## config.mk

```make
export PLATFORM = sky130hd
export DESIGN_NAME = pool_stream
export DESIGN_NICKNAME = d
export VERILOG_FILES = /design/src/rtl/pool_stream.sv
export SDC_FILE = /design/constraint.sdc
export NUM_CORES = 1
export LEC_CHECK = 0
export CORE_MARGIN = 2
export CORE_UTILIZATION = 62
export CTS_CLUSTER_DIAMETER = 80
export DETAILED_ROUTE_END_ITERATION = 6
export PLACE_DENSITY = 0.85
export SYNTH_ARGS = -nofsm -noshare
export SYNTH_HDL_FRONTEND = slang
export SYNTH_SLANG_ARGS = --single-unit
```

## constraint.sdc

```tcl
create_clock -name clk -period 4.8 [get_ports clk]
set_input_delay 0.72 -clock clk [delete_from_list [all_inputs] [get_ports clk]]
set_output_delay 0.72 -clock clk [all_outputs]
set_load 0.005 [all_outputs]
```

## src/rtl/pool_stream.sv

```systemverilog
// Streaming 2x2 stride-2 max/average pooling over one IMG_W x IMG_H frame.
// Keeps one half-row of partial window results; no frame buffer.
module pool_stream #(
  parameter int DATA_W = 16,
  parameter int IMG_W  = 28,
  parameter int IMG_H  = 28
) (
  input  logic              clk,
  input  logic              rst_n,
  input  logic              clear,
  input  logic              mode,
  input  logic [DATA_W-1:0] in_data,
  input  logic              in_valid,
  output logic              in_ready,
  output logic [DATA_W-1:0] out_data,
  output logic              out_valid,
  input  logic              out_ready,
  output logic              out_last
);

  localparam int AW   = DATA_W + 2;
  localparam int HALF = IMG_W / 2;
  localparam int CW   = (IMG_W > 2) ? $clog2(IMG_W) : 1;
  localparam int RW   = (IMG_H > 2) ? $clog2(IMG_H) : 1;
  localparam int IW   = (HALF > 2) ? $clog2(HALF) : 1;

  logic [CW-1:0]        col;
  logic [RW-1:0]        row;
  logic                 mode_q;
  logic [DATA_W-1:0]    h;
  logic signed [AW-1:0] line_buf [HALF];

  logic                 accept;
  logic                 col_end;
  logic                 row_end;
  logic                 win_done;
  logic [IW-1:0]        lb_idx;
  logic signed [AW-1:0] px_x;
  logic signed [AW-1:0] h_x;
  logic signed [AW-1:0] lb;
  logic signed [AW-1:0] pair;
  logic signed [AW-1:0] res;
  logic signed [AW-1:0] res_sh;
  logic [DATA_W-1:0]    res_out;

  // Handshake: a beat moves on a stream when valid && ready in the same cycle.
  // The input is stalled while a pooled result waits downstream, and during clear.
  assign in_ready = !clear && (!out_valid || out_ready);
  assign accept   = in_valid && in_ready;
  assign col_end  = (col == CW'(IMG_W - 1));
  assign row_end  = (row == RW'(IMG_H - 1));
  assign win_done = row[0] && col[0];
  assign lb_idx   = IW'(col >> 1);

  // Partial results are widened by two bits so a four-pixel sum never overflows.
  always_comb begin
    px_x = {{2{in_data[DATA_W-1]}}, in_data};
    h_x  = {{2{h[DATA_W-1]}}, h};
    lb   = line_buf[lb_idx];
    if (mode_q) begin
      pair = h_x + px_x;
      res  = lb + pair;
    end else begin
      pair = (h_x > px_x) ? h_x : px_x;
      res  = (lb > pair) ? lb : pair;
    end
    res_sh  = mode_q ? (res >>> 2) : res;
    res_out = res_sh[DATA_W-1:0];
  end

  always_ff @(posedge clk or negedge rst_n) begin
    if (!rst_n) begin
      col    <= '0;
      row    <= '0;
      mode_q <= 1'b0;
    end else if (clear) begin
      col <= '0;
      row <= '0;
    end else if (accept) begin
      if (col == '0 && row == '0) mode_q <= mode;
      if (col_end) begin
        col <= '0;
        row <= row_end ? '0 : row + RW'(1);
      end else begin
        col <= col + CW'(1);
      end
    end
  end

  // Storage needs no reset: every entry is written before it is read in a frame.
  always_ff @(posedge clk) begin
    if (accept && !col[0]) h <= in_data;
    if (accept && !row[0] && col[0]) line_buf[lb_idx] <= pair;
  end

  always_ff @(posedge clk or negedge rst_n) begin
    if (!rst_n) begin
      out_data  <= '0;
      out_valid <= 1'b0;
      out_last  <= 1'b0;
    end else if (clear) begin
      out_valid <= 1'b0;
      out_last  <= 1'b0;
    end else if (accept && win_done) begin
      out_data  <= res_out;
      out_valid <= 1'b1;
      out_last  <= row_end && col_end;
    end else if (out_ready) begin
      out_valid <= 1'b0;
      out_last  <= 1'b0;
    end
  end

endmodule

```

# Yosys cells after proc, flatten, opt, wreduce, memory -nomap -nowiden
# Memory sizes are Yosys's and may differ from the RTL's.
# Index checks and enable logic that the tools add are counted.
# word_totals
latch_bits	0
input_bits	22
ramBits	252
mem_count	1
rom_bits	0
regBits	45
out_inout_bits	19
# mem_list
memory	depth	width	read_ports	rd_ports_with_merged_regs	wr	line_no	rtl
line_buf	14	18	1	0	1	31	logic signed [AW-1:0] line_buf [HALF];
# classes
div	0
n_bitwise	1
addsub	4
n_eq_ne	2
shifts	0
n_mux	19
magnitude_cmp	2
n_reduce_logical	22
n_mul	0
# ops
op	count
two-way mux 18 bit	4
two-way mux 5 bit	7
adder 18 x 17 -> 18 bit	1
greater-than comparator 18 bit	1
adder 16 x 16 -> 17 bit	1
greater-than comparator 16 bit	1
two-way mux 16 bit	1
adder 5 x 1 -> 5 bit, second input constant	2
== test 5 bit, second input constant	2
zero test 5 bit	2
logical AND 1 bit	9
two-way mux 1 bit	7
zero test 1 bit	4
AND reduction 2 bit	2
nonzero test 2 bit	2
AND reduction 3 bit	1
nonzero test 3 bit	1
logical OR 1 bit	1
NOT 1 bit	1

# Longest topological paths before layout
# Gate-level depths: netlist (run 1).
# logic_depth
depth_word	8
mapped_depth	21

# Worst setup path after synthesis (run 1)
# No wires, ideal clock.
# synth_path
path_type	input to register
startpoint	in in_data[7]
endpoint	reg out_data[13]
setup_slack_ps	135
cell_stages	18
arrival_ps	4535
setup_time_ps	130
path_cell_list	inv_1 ha_1 buf_2 a2111oi_0 o221a_2 o211ai_1 nand3_4 buf_4 mux2i_1 ha_1 a2111oi_0 o2111ai_1 a31oi_1 buf_2 buf_4 mux2i_1 a22oi_1 o21ai_1
# synth_via
elab_chain_cells	6
elab_cells_between_ends	8
cone_classes	add/sub (2); order compare (2); mux (4)
# synth_rtl
item	line_no	rtl
from (decl)	12	input logic [DATA_W-1:0] in_data,
greater-than comparator 16 bit	64	pair = (h_x > px_x) ? h_x : px_x;
two-way mux 18 bit	64	
greater-than comparator 18 bit	65	res = (lb > pair) ? lb : pair;
two-way mux 18 bit	65	
two-way mux 18 bit (*)	60	if (mode_q) begin
two-way mux 16 bit (*)	67	res_sh = mode_q ? (res >>> 2) : res;
to (signal assigned)	105	out_data <= res_out;
to (decl)	15	output logic [DATA_W-1:0] out_data,
# Every way passes the cells marked *; elsewhere a longest branch is shown, timed or not.
# A chain may end at the register's enable or synchronous reset.

# Worst setup path after layout (run 1)
# layout_path
startpoint	in in_data[3]
endpoint	reg out_data[9]
# Same word-level chain as after synthesis.

==> flow_summary.toml, run 1 <==
[status]
status = "finished clean"

[power]
p_comb_share_pct = 17.5
p_switching_mw = 1.607
seqPwrFrac_pct = 46.7
ir_drop_v = 0.0003590
power.internal_mw = 4.569
power_mw = 6.176
swShare_pct = 26.02
clock_power_share_pct = 35.8
leakage_nw = 5.857
p_per_area_nw_per_um2 = 379.5

[worst_hold_path]
hold_class = "reg -> reg"
min_from = "out_data[7]"
min_to = "out_data[7]"
holdPathStages = 2

[clock_network]
cts_tree = "done"
insertion_delay_ns = 0.57
clkSinkCount = 283
cts.htree.levels = 1
cts_buffers = 29
hold_buffers = 0
clk_pin_slew_ns = 0.06
cts_max_path_buffers = 3
root_buffer = "clkbuf_16"

[placement]
gp_congestion = 0.9692
dp_hpwl_mm = 22.64
place_area_um2 = 15330
numPortBuffers = 40
post-place-ws_ns = -0.3694

[drt]
drtAntennaViolNets = 0
drtPass1Iterations = 5
drc = 0
routed_via_density = 6.527
via_count = 9131
routedWlPerCell_um = 25.26
wl_mm = 35.34
first_iter_violations = 976

[sta]
setup_viol = 0
maxSlewHeadroom_pct = 17.90
worst_slack_ns = 0.2575
setup_tns_ns = 0
period_share_pct = 94.64
fmax_ghz = 0.2201
fin_crit_ns = 4.543
hold_viol_final = 0
slew_viol_final = 0
tightestPinTransition_ns = 1.231
clock_skew_ns = 0.01730

[critical_path]
cp_max_fo = 18
required_ns = 5.28
path_class = "in -> reg"
end_kind = "register"
path_buf_inv = 4
arrival_ns = 5.03
r2r-end = "out_data[9]"
r2r_start = "col[1]"
cp_cell_sequence = "clkdlybuf4s50_1 > inv_1 > ha_1 > a21o_1 > a21oi_1 > o221a_2 > or3_1 > nand3_4 > mux2i_1 > ha_1 > a21oi_1 > o21ai_0 > o41ai_2 > o2111ai_1 > a31oi_2 > buf_12 > buf_4 > mux2i_1 > nand2_1 > o211ai_1"
ff2ff_path_depth = 12
critPathLaunchType = "input pin"
cp.depth = 20
critPathMaxStageDelay_ns = 0.47
r2r_setup_slack_ns = 0.38
critical_path.top_delay_family = "compound AO/OA/AOI/OAI gates"
critPathSlowestCell = "clkdlybuf4s50_1"

[floorplanning]
fp.dieW_um = 153.3
dieArea_um2 = 23490
core_region_area_um2 = 21820
ios = 41
rows = 54
die_y_um = 153.3
start_util_pct = 63.30

[synthesis]
synth_edf_count = 254
ys_seq_elements = 283
avgSynthCellArea_um2 = 14.53
synth_nets = 1043
yosysWarnings = 0
synth_cell_type_count = 65
syn_area_um2 = 13810
seq_area_frac_synth_pct = 60.47
synthArstFlopShare_pct = 10.25
syn_inst = 951
synthFlopType = "edfxtp_1"

[global_route]
grtUsageTotal_pct = 30.37
grt_pass1_wl_mm = 53.70
grt_max_degree = 33
antenna_found_initial = 0
grt_pass1_vias = 9110
gr-total-overflow = 0

[cells_and_area]
mostFrequentLayoutCells = "254 x edfxtp_1, 117 x buf_4, 69 x ha_1"
drive_above_1_share_pct = 23.77
finish.instance_area_um2 = 16280
final_common_cell = "edfxtp_1"
post-route-util_pct = 74.58
layout.nets = 1191
area_delta_synth_final_pct = 17.82
n_antenna_cell = 0

[flow_run]
max-cap-violations = 0
-- synth_stat cells, types with 10 or more instances --
| master | n | area, um^2 |
|---|---|---|
| edfxtp_1 | 254 | 7627 |
| nand4_1 | 10 | 62.56 |
| dfrtp_1 | 29 | 725.7 |
| nand3_1 | 13 | 65.06 |
| mux2i_1 | 42 | 420.4 |
| a21oi_1 | 53 | 265.3 |
| o21ai_0 | 26 | 130.1 |
| nand2_1 | 51 | 191.4 |
| inv_1 | 54 | 202.7 |
| nor3_1 | 16 | 80.08 |
| xnor2_1 | 19 | 166.4 |
| ha_1 | 69 | 863.3 |
| nand2b_1 | 14 | 87.58 |
| o211ai_1 | 15 | 112.6 |
| mux4_2 | 58 | 1306 |
| mux2_2 | 14 | 157.7 |
| nor2_1 | 59 | 221.5 |
| clkbuf_1 | 18 | 67.56 |
| buf_2 | 15 | 75.07 |
| o21a_1 | 17 | 127.6 |
-- repair_timing --
action,4_1_cts,5_1_grt
resized for setup,0,2
buffers inserted,0,1
setup endpoints to repair,0,15
-- flip-flops by register name, indices dropped and copies added (netlist names) --
register / flops
mode_q: 1
out_data: 16
row: 5
col: 5
out_last: 1
h: 16
line_buf: 238
out_valid: 1
-- power groups by stage --
stage	Combinational (mW)	Clock [mW]	Sequential (mW)
final	1.08	2.21	2.88
after floorplan	0.652	0	2.91
after global routing	1.16	2.31	2.88
after global placement	1.00	0	2.93
after detailed placement	1.04	0	2.93
after CTS	1.06	2.23	2.88
-- final cells by class --
type / instances / area (um^2)
clock buffers: 37 / 755.7
clock inverters: 14 / 165.2
fillers: 1321 / 5548
inverters: 54 / 202.7
multi-input cells: 572 / 5124
flip-flops and latches: 283 / 8359
well taps: 280 / 350.3
repair buffers: 159 / 1319
-- worst max-delay path by stage --
stage,from,endpoint,slack [ns]
floorplan,in_data[7],out_data[13],0.13
global placement,in_data[3],out_data[3],-0.20
detailed placement,in_data[3],out_data[3],-0.37
CTS,in_data[3],out_data[9],0.16
global route,in_data[12],out_data[9],-0.009
finish,in_data[3],out_data[9],0.26
-- metrics by stage --
| step | hold slack (ns) | std cells |
|---|---|---|
| finish | 0.4891 | 1399 |
| global route | 0.5247 | 1399 |
| CTS | 0.4877 | 1398 |
| detailed placement | 0.4738 | 1347 |
| global placement | 0.4651 | 1347 |
| floorplan | 0.4244 | 951 |
-- per-layer routing --
layer,routed length (um),share of wire [%],vias to the layer above,track usage [%]
met4,1721,4.9,0,13.32
met2,17500,50,532,51.64
li1,-,-,3973,-
met1,12900,37,4513,39.61
met3,3208,9.1,113,3.998
met5,0,0,-,0
-- cell families after synthesis --
family / Yosys count / share of synthesized area [%]
DFF: 283 / 60.47
and+or+nand+nor: 197 / 6.929
AOI/OAI and AO/OA: 165 / 8.016
muxes: 114 / 13.64
buffers and inverters: 96 / 2.907
adders and majority gates: 70 / 6.394
xor gates and xnor gates: 26 / 1.648
-- worst min-delay path, stage by stage (launching register included) --
cell and delay, ns:
dfrtp_1 0.35, nand2_1 0.05, o21ai_0 0.06
Note: power is estimated with default switching activity, not from simulation.
==> run 2, diff against run 1 <==
--- a/config.mk
+++ b/config.mk
@@ -9,6 +9,7 @@
 export CORE_UTILIZATION = 62
 export CTS_CLUSTER_DIAMETER = 80
 export DETAILED_ROUTE_END_ITERATION = 6
+export GPL_ROUTABILITY_DRIVEN = 0
 export PLACE_DENSITY = 0.85
 export SYNTH_ARGS = -nofsm -noshare
 export SYNTH_HDL_FRONTEND = slang
==> run 2 against run 1 <==
  * Maximum frequency decreased by 4.6%
  * Flip-flop and latch count unchanged
  * Non-clock buffer count increased by 1
  * Via count decreased by 1.9%
  * Largest cell class unchanged
  * Largest power group unchanged
==> flow_summary.toml, run 2 (synthesized netlist as in run 1, its figures left out) <==
[status]
status = "finished clean"

[clock_network]
hold_buffers = 0
insertion_delay_ns = 0.56
cts_max_path_buffers = 3
root_buffer = "clkbuf_16"
cts_buffers = 28
cts_tree = "done"
cts.htree.levels = 1
clkSinkCount = 283
clk_pin_slew_ns = 0.06

[worst_hold_path]
hold_class = "reg -> reg"
min_from = "out_data[7]"
holdPathStages = 2
min_to = "out_data[7]"

[cells_and_area]
post-route-util_pct = 74.72
largest_reg_flops = 238
largest_registers = "line_buf: 238 flops, h: 16 flops, out_data: 16 flops"
fillers = 1278
drive_above_1_share_pct = 24.11
fin_cells = 1400
final_common_cell = "edfxtp_1"
regMostFlops = "line_buf"
mostFrequentLayoutCells = "254 x edfxtp_1, 118 x buf_4, 69 x ha_1"
n_antenna_cell = 0
layout.nets = 1191
area_delta_synth_final_pct = 18.04

[power]
p_per_area_nw_per_um2 = 380.0
leakage_nw = 5.854
power_mw = 6.196
ir_drop_v = 0.0003474

[floorplanning]
rows = 54
start_util_pct = 63.30
dieArea_um2 = 23490
ios = 41
die_y_um = 153.3
core_region_area_um2 = 21820
fp.dieW_um = 153.3

[critical_path]
critPathMaxStageDelay_ns = 0.58
r2r-end = "out_data[3]"
arrival_ns = 5.26
cp_max_fo = 7
critPathLaunchType = "input pin"
required_ns = 5.29
crit_top_cell = "buf_4"
path_class = "in -> reg"
cp_cell_sequence = "clkdlybuf4s50_1 > inv_1 > ha_1 > nand4_1 > buf_4 > or4_1 > nand3_4 > buf_4 > mux2i_2 > ha_1 > a2111oi_1 > o2111ai_1 > a31oi_2 > buf_4 > mux2_2 > o21ai_0 > o21a_1"
r2r_setup_slack_ns = 0.31
end_kind = "register"
critPathSlowestCell = "or4_1"
ff2ff_path_depth = 15
r2r_start = "h[15]"

[sta]
period_share_pct = 99.22
fin_crit_ns = 4.763
hold_viol_final = 0
slew_viol_final = 0
setup_viol = 0
clock_skew_ns = 0.02275
maxSlewHeadroom_pct = 15.09
tightestPinTransition_ns = 1.274
fmax_ghz = 0.2100
worst_slack_ns = 0.03747

[drt]
drtPass1Iterations = 5
drtAntennaViolNets = 0
first_iter_violations = 908
routedWlPerCell_um = 24.62
drc = 0
wl_mm = 34.47
routed_via_density = 6.401
via_count = 8961

[global_route]
antenna_found_initial = 0
grt_pass1_vias = 9195
grt_pass1_wl_mm = 52.94
grtUsageTotal_pct = 29.79
grt_max_degree = 33
gr-total-overflow = 0

[flow_run]
max-cap-violations = 0

[placement]
placed_cells = 1346
post-place-ws_ns = -0.2343
dp_hpwl_mm = 22.80
numPortBuffers = 40
run 2: cell type report:
class / instances / area (um^2) / share of cell area (%)
Sequential cell: 283 / 8359 / 51.26
Clock inverter: 16 / 207.7 / 1.274
Timing Repair Buffer: 160 / 1326 / 8.133
Multi-Input combinational cell: 572 / 5134 / 31.48
Inverter: 54 / 202.7 / 1.243
Tap cell: 280 / 350.3 / 2.148
Clock buffer: 35 / 726.9 / 4.458
run 2: worst max path at each step:
stage | startpoint | endpoint | slack (ns)
2_1_floorplan | in_data[7] | out_data[13] | 0.13
3_3_place_gp | in_data[3] | out_data[3] | -0.12
3_5_place_dp | in_data[7] | out_data[3] | -0.23
4_1_cts | in_data[8] | out_data[3] | 0.15
5_1_grt | in_data[15] | out_data[14] | -0.14
6_report | in_data[15] | out_data[3] | 0.04
run 2: layer usage:
layer | share of wire, % | wire length [um] | global-route usage (%) | vias up
met4 | 5.2 | 1780 | 14.42 | 0
met1 | 37 | 12770 | 38.38 | 4364
met2 | 48 | 16650 | 48.83 | 493
met3 | 9.5 | 3265 | 6.153 | 129
met5 | 0 | 0 | 0 | -
li1 | - | - | - | 3975
run 2: per-stage QoR:
stage               area, um^2  TNS [ns]  hold WS [ns]
finish                   16310         0        0.4896
global route             16310   -0.7296        0.5153
floorplan                13810         0        0.4244
CTS                      16260         0        0.4978
detailed placement       15330    -2.107        0.4833
global placement         15330   -0.6842        0.4602
run 2: critical path, delay by kind of cell:
family	cells	cell delay (ns)
fa+ha+maj	2	0.61
mux	2	0.59
compound gates	5	1.23
simple gates	3	0.98
buf+inv	5	1.12
run 2: where the power goes:
part | switching (mW) | leakage [nW] | internal, mW
clock network | 0.940 | 0.440 | 1.30
logic | 0.645 | 2.74 | 0.433
registers | 0.0228 | 2.68 | 2.86
run 2: what timing repair did:
action,in CTS,in global routing
resized for setup,0,5
setup endpoints to repair,0,16
buffers inserted,0,3
==> run 3, diff against run 2 <==
--- a/config.mk
+++ b/config.mk
@@ -11,6 +11,7 @@
 export DETAILED_ROUTE_END_ITERATION = 6
 export GPL_ROUTABILITY_DRIVEN = 0
 export PLACE_DENSITY = 0.85
+export SLEW_MARGIN = 0
 export SYNTH_ARGS = -nofsm -noshare
 export SYNTH_HDL_FRONTEND = slang
 export SYNTH_SLANG_ARGS = --single-unit
==> results of run 3 <==
The final DEF is identical to that of run 2; final timing and power are the same.
